File: src/rtl/program_loader.sv
// Serial program loader: parses A5-framed byte streams and writes the payload into RAM.
// Build option: define LOADER_CHECKSUM_EN to require and verify a trailing checksum byte.
module program_loader (
   input  logic        clk,
   input  logic        reset,
   input  logic [7:0]  rx_data,
   input  logic        rx_valid,
   output logic        ram_we,
   output logic [15:0] ram_addr,
   output logic [7:0]  ram_wdata,
   output logic        cpu_hold,
   output logic        busy,
   output logic        load_done,
   output logic        load_error
);

   typedef enum logic [3:0] {
      S_IDLE,
      S_ADDR_LO,
      S_ADDR_HI,
      S_LEN_LO,
      S_LEN_HI,
      S_DATA,
      S_CSUM,
      S_DONE,
      S_ERROR
   } state_t;

   localparam logic [7:0] HEADER = 8'hA5;

   state_t      state;
   logic [15:0] addr;
   logic [15:0] count;
`ifdef LOADER_CHECKSUM_EN
   logic [7:0]  sum;
`endif

   // Handshake: a byte is consumed on every rising edge where rx_valid=1; there is
   // no backpressure. Each consumed payload byte yields a one-cycle ram_we on the next cycle.
   always_ff @(posedge clk) begin
      if (reset) begin
         state     <= S_IDLE;
         addr      <= 16'h0000;
         count     <= 16'h0000;
         ram_we    <= 1'b0;
         ram_addr  <= 16'h0000;
         ram_wdata <= 8'h00;
         cpu_hold  <= 1'b0;
         busy      <= 1'b0;
         load_done <= 1'b0;
`ifdef LOADER_CHECKSUM_EN
         sum        <= 8'h00;
         load_error <= 1'b0;
`endif
      end else begin
         ram_we <= 1'b0;
         if (rx_valid) begin
            case (state)
               S_IDLE, S_DONE, S_ERROR: begin
                  if (rx_data == HEADER) begin
                     state     <= S_ADDR_LO;
                     cpu_hold  <= 1'b1;
                     busy      <= 1'b1;
                     load_done <= 1'b0;
`ifdef LOADER_CHECKSUM_EN
                     sum        <= 8'h00;
                     load_error <= 1'b0;
`endif
                  end
               end
               S_ADDR_LO: begin
                  addr[7:0] <= rx_data;
                  state     <= S_ADDR_HI;
               end
               S_ADDR_HI: begin
                  addr[15:8] <= rx_data;
                  state      <= S_LEN_LO;
               end
               S_LEN_LO: begin
                  count[7:0] <= rx_data;
                  state      <= S_LEN_HI;
               end
               S_LEN_HI: begin
                  count[15:8] <= rx_data;
                  if ({rx_data, count[7:0]} == 16'h0000) begin
`ifdef LOADER_CHECKSUM_EN
                     state <= S_CSUM;
`else
                     state     <= S_DONE;
                     busy      <= 1'b0;
                     load_done <= 1'b1;
                     cpu_hold  <= 1'b0;
`endif
                  end else begin
                     state <= S_DATA;
                  end
               end
               S_DATA: begin
                  ram_we    <= 1'b1;
                  ram_addr  <= addr;
                  ram_wdata <= rx_data;
                  addr      <= addr + 16'd1;
                  count     <= count - 16'd1;
`ifdef LOADER_CHECKSUM_EN
                  sum <= sum + rx_data;
`endif
                  // Header bytes inside the payload are plain data; only the count ends a frame.
                  if (count == 16'd1) begin
`ifdef LOADER_CHECKSUM_EN
                     state <= S_CSUM;
`else
                     state     <= S_DONE;
                     busy      <= 1'b0;
                     load_done <= 1'b1;
                     cpu_hold  <= 1'b0;
`endif
                  end
               end
`ifdef LOADER_CHECKSUM_EN
               S_CSUM: begin
                  busy <= 1'b0;
                  if (rx_data == sum) begin
                     state     <= S_DONE;
                     load_done <= 1'b1;
                     cpu_hold  <= 1'b0;
                  end else begin
                     // CPU stays held so a corrupt image never runs.
                     state      <= S_ERROR;
                     load_error <= 1'b1;
                  end
               end
`endif
               default: begin
                  state    <= S_IDLE;
                  busy     <= 1'b0;
                  cpu_hold <= 1'b0;
               end
            endcase
         end
      end
   end

`ifndef LOADER_CHECKSUM_EN
   assign load_error = 1'b0;
`endif

endmodule
File: config.mk
export PLATFORM = sky130hd
export DESIGN_NAME = program_loader
export DESIGN_NICKNAME = d
export VERILOG_FILES = /design/src/rtl/program_loader.sv
export SDC_FILE = /design/constraint.sdc
export NUM_CORES = 1
export LEC_CHECK = 0
export BUFFER_PORTS_ARGS = -buffer_cell sky130_fd_sc_hd__buf_2
export CORE_UTILIZATION = 52
export DETAILED_ROUTE_END_ITERATION = 10
export GPL_TIMING_DRIVEN = 1
export PLACE_DENSITY = 0.75
export SYNTH_ARGS = -nofsm -noshare
export SYNTH_HDL_FRONTEND = slang
export SYNTH_SLANG_ARGS = --single-unit
File: constraint.sdc
create_clock -name clk -period 1.9 [get_ports clk]
set_input_delay 0.095 -clock clk [delete_from_list [all_inputs] [get_ports clk]]
set_output_delay 0.095 -clock clk [all_outputs]
set_load 0.02 [all_outputs]
Yosys cells after proc, flatten, opt, wreduce, memory -nomap -nowiden. Index checks and enable logic that the tools add are counted. Widths: inputs -> output; s select.

Add/sub/neg operators: 2. Multipliers: 0. Div/mod/pow operators: 0. Magnitude comparators: 0. Equal/unequal tests: 12. Shift operators: 0. Multiplexer cells: 17. Bitwise operators: 2. Reduce and logical (&&, ||, !) cells: 18.

Operator list (number): $pmux 8 s2 (4); $pmux 4 s6 (1); $add 16x1->16 const B (1); $eq 16x1->1 const B (1); $logic_not 16->1 (1); $sub 16x1->16 const B (1); $eq 4x3->1 const B (3); $reduce_and 2->1 (5); $reduce_and 5->1 (2); $eq 4x2->1 const B (2); $eq 8x8->1 const B (1); $mux 4 (2); $reduce_bool 2->1 (4); $mux 1 (7); $ne 2x2->1 const B (3); $reduce_or 3->1 (2); $eq 4x1->1 const B (1); $eq 4x4->1 const B (1); $logic_not 4->1 (1); $pmux 1 s4 (1); $pmux 1 s3 (1); $reduce_and 3->1 (1); $reduce_bool 3->1 (1); $mux 2 (1); 2 further kinds (3).

Bits in registers: 63. Bits in latches: 0. RAM bits: 0. Bits in read-only memories: 0. Input port bits: 11. Output and inout port bits: 29. Word-level logic and storage cells: 61. Memories: 0.

Longest topological paths before layout.
Depth in word-level cells: 4. Depth in mapped cells: 8.

Least setup slack after synthesis. OpenSTA, ideal clock, no wires.

Path type: register to register. Start: register count[10]. End: register busy. Setup time: 0.116 ns. Arrival time: 1.773 ns. Path slack: 0.010 ns. Stages on the path, launching flop included: 6. Path buffers: 0. Clock period less this slack: 1.890 ns. Path through: dfxtp_1 -> or4_4 -> nor3_2 -> a41oi_2 -> or4_1 -> o211a_1.

Word-level cells in the longest chain between the ends: 3.

RTL lines: start: declaration (RTL line 33) `logic [15:0] count;`; start signal: assignment (RTL line 84) `count[15:8] <= rx_data;`; start signal: assignment (RTL line 103) `count <= count - 16'd1;`; $eq 16x1->1 (RTL line 108) `if (count == 16'd1) begin`; $ne 2x2->1 (no source line); $reduce_and 5->1 (no source line); end signal: assignment (RTL line 90) `busy <= 1'b0;`; end signal: assignment (RTL line 113) `busy <= 1'b0;`; end signal: assignment (RTL line 135) `busy <= 1'b0;`; end: declaration (RTL line 12) `output logic busy,`.

Every way passes these cells. A chain may end at the register's enable or synchronous reset.

Final worst setup path.
Start: register count[10]. End: register load_done.

Word-level cells in the longest chain between the ends: 3.

RTL lines: $eq 16x1->1 (RTL line 108); $ne 2x2->1 (no source line); $reduce_and 5->1 (no source line); end signal: assignment (RTL line 64) `load_done <= 1'b0;`; end signal: assignment (RTL line 91) `load_done <= 1'b1;`; end signal: assignment (RTL line 114) `load_done <= 1'b1;`; end: declaration (RTL line 13) `output logic load_done,`.

Every way passes these cells.

==> impl_metrics.py <==
metrics = {
    "sta": {
        "worstMarginPinSlew_ns": 0.553,
        "fin_crit_sh_pct": 99.8,
        "fin_hold_ws_ns": 0.0213,
        "slew_headroom_pct": 62.7,
        "rsz0062_at_grt": "true",
        "report.final.slew_viol_count": 0,
        "final_hold_viol_count": 0,
        "min_period_ns": 1.90,
        "clock.fmax_mhz": 528,
        "finClkSkew_ns": 0.0138,
        "finalSetupViolCount": 0,
    },
    "final_layout": {
        "antennaDiodeCount": 0,
        "seq_area_um2": 1240,
        "postLayoutCoreUtil_pct": 68.1,
        "fill_cells": 470,
        "area_growth_pct": 22.6,
        "multi_input_area_um2": 1770,
        "drive_above_1_share_pct": 22.2,
        "nNetsFinal": 491,
    },
    "worst_setup_path": {
        "cp.required_ns": 2.15,
        "critPathCaptureType": "flop",
        "r2r-start": "count[10]",
        "worstSetupPathType": "flop to flop",
        "start_kind": "flop",
        "cp_max_fo": 4,
        "reg2reg_depth": 5,
        "crit_arrival_ns": 2.14,
        "critPathLaunch": "count[10]",
        "rrSetupSlack_ns": 0.005,
        "reg2reg_to": "load_done",
    },
    "clock_network": {
        "clock_path_buffers": 2,
        "cts_tree": "built",
        "ctsRootBufferMaster": "clkbuf_8",
        "numCtsBuffers": 9,
        "clock-sinks": 62,
        "hold_buffers": 0,
        "path_clk_slew_ns": 0.07,
        "cts_max_level": 3,
        "worstSkewPairLatency_ns": 0.36,
    },
    "global_route": {
        "first_global_vias": 3077,
        "grt_max_degree": 26,
        "track_usage_pct": 31.3,
        "antenna_found_initial": 0,
        "grt_overflow": 0,
        "grt_pass1_wl_um": 15000,
    },
    "drt": {
        "postRouteAntennaNets": 0,
        "via_count": 3375,
        "vias_per_cell": 6.10,
        "drt_iter0_markers": 352,
        "drt-pass1-iter-count": 5,
        "wl_um": 8970,
        "drc_errors": 0,
        "wl_per_cell_um": 16.2,
    },
    "hold_path": {
        "hold_depth": 3,
        "worst_hold_path_type": "primary input to flop",
        "holdCritStartpoint": "rx_data[1]",
        "hold_path_end": "ram_wdata[1]",
    },
    "yosys": {
        "syn-num-nets": 435,
        "yosys.area.top_type": "dfxtp_1",
        "synth_top_area_share_pct": 39.6,
        "ys_top_cells_by_area": "dfxtp_1, a21oi_1, nand2_1",
        "syn_area_per_cell_um2": 7.46,
        "syn_area_um2": 3130,
        "ys.warnings.count": 0,
        "synth_edf_count": 0,
        "async_reset_ff_share_pct": 0,
        "syn_inst": 420,
        "yosysUniqueCellTypes": 58,
        "seq_area_frac_synth_pct": 39.6,
        "synth_seq_cells": 62,
        "synth_top_flop_cell": "dfxtp_1",
    },
    "floorplan": {
        "die_w_um": 79.6,
        "fp.dieArea_um2": 6340,
        "coreArea_um2": 5640,
        "die_h_um": 79.6,
        "ioPinCount": 40,
        "fp-row-count": 27,
        "initial_utilization_pct": 55.6,
    },
    "flow_run": {
        "max_cap_violations": 0,
    },
    "place": {
        "place_hpwl_um": 6410,
        "routabilityCongestion": 0.912,
        "io_buffers": 38,
    },
    "power": {
        "p_total_mw": 2.84,
        "p_per_area_nw_per_um2": 740,
        "power_leakage_nw": 1.51,
        "vdd_ir_drop_max_v": 0.000467,
    },
    "outcome": {
        "status": "complete, no violations",
    },
}
worst max path at each step:
stage	endpoint	depth (start not counted)
floorplan	busy	5
global placement	busy	5
detailed placement	busy	5
CTS	busy	5
global route	load_done	5
finish	load_done	5
cell usage after synthesis (2+ instances only):
cell       n
nand2_1   81
a21oi_1   66
dfxtp_1   62
o21ai_0   35
nor2_1    30
clkbuf_1  21
nand3_1   11
nor3_1    11
and3_1     6
inv_1      6
and2_1     5
buf_2      5
a31oi_1    4
and4_1     4
ha_1       4
nand3b_1   4
nor4_1     4
or3_1      4
a211oi_1   3
a311oi_1   3
nand4_1    3
o22ai_1    3
o31a_1     3
o31ai_1    3
a221oi_1   2
buf_4      2
mux2_2     2
nand2b_1   2
o41ai_1    2
sequential cells by signal, summed over array words and instances, names as in the netlist:
signal / flops
ram_we: 1
ram_addr: 16
load_done: 1
addr: 16
ram_wdata: 8
state: 3
count: 16
busy: 1
logic make-up after synthesis:
logic type / Yosys count / share of synthesized area (%)
simple gates: 176 / 26.5
flops: 62 / 39.6
mux: 3 / 1.04
compound gates: 139 / 26.4
xor+xnor: 1 / 0.279
fa+ha+maj: 4 / 1.60
other cells: 1 / 0.120
buf+inv: 34 / 4.51
final cells by class:
class,count,area share (%)
Multi-Input combinational cell,324,46.1
Sequential cell,62,32.4
Timing Repair Buffer,73,12.2
Clock buffer,9,3.22
Clock inverter,7,3.16
Tap cell,72,2.35
Inverter,6,0.586
per-stage QoR:
stage,area (um^2),setup TNS (ns),setup slack [ns],cells
6_report,3840,0,0.00470,553
4_1_cts,3820,-0.0780,-0.0416,552
3_5_place_dp,3560,-0.0987,-0.0593,535
3_3_place_gp,3560,-0.00201,-0.00201,535
5_1_grt,3840,-0.0893,-0.0761,553
2_1_floorplan,3130,0,0.0102,420
layout by cell type (no fill, tap or decap), drive strengths merged, types with 2 or more instances in the layout:
master / netlist / routed
a221oi: 2 / 2
o31a: 4 / 4
nor2: 31 / 31
or2: 2 / 2
nor4: 4 / 4
bufinv: 0 / 3
ha: 4 / 4
mux2: 2 / 2
or4: 2 / 2
a21oi: 66 / 66
nand2: 81 / 81
or3: 5 / 5
nor3: 12 / 12
o21ai: 35 / 35
and3: 6 / 6
dfxtp: 62 / 62
clkbuf: 21 / 9
clkinvlp: 0 / 3
buf: 7 / 73
and2: 5 / 5
nand2b: 2 / 2
nand3: 11 / 11
nand4: 3 / 3
a31oi: 4 / 4
a311oi: 3 / 3
o22ai: 3 / 3
a211oi: 3 / 3
o22a: 2 / 2
o41ai: 2 / 2
inv: 6 / 7
a41oi: 2 / 2
and4: 4 / 4
nand3b: 4 / 4
o31ai: 3 / 3
metal layers:
metal	routed length (um)	part of all wire, %	track usage (%)
met5	0	0	0
met4	208	2.3	13.6
met3	714	8.0	7.66
met2	4220	47	50.2
met1	3820	43	39.5
what timing repair did:
item	in CTS	in global routing
setup endpoints to repair	3	11
resized for setup	3	5
setup buffers	1	1
pin swaps	4	5
report_power, final:
| group | leakage (nW) | switching [mW] | internal [mW] |
|---|---|---|---|
| sequential | 0.501 | 0.000981 | 1.30 |
| clock | 0.112 | 0.570 | 0.875 |
| combinational | 0.899 | 0.0698 | 0.0285 |
worst max-delay path, stage by stage, from the launching register on:
cell and delay [ns]:
dfxtp_2 0.32, or4_4 0.56, nor3_4 0.14, a41oi_2 0.15, or3_1 0.37, a32o_1 0.26
No activity file was read; power rests on OpenSTA's default activity.
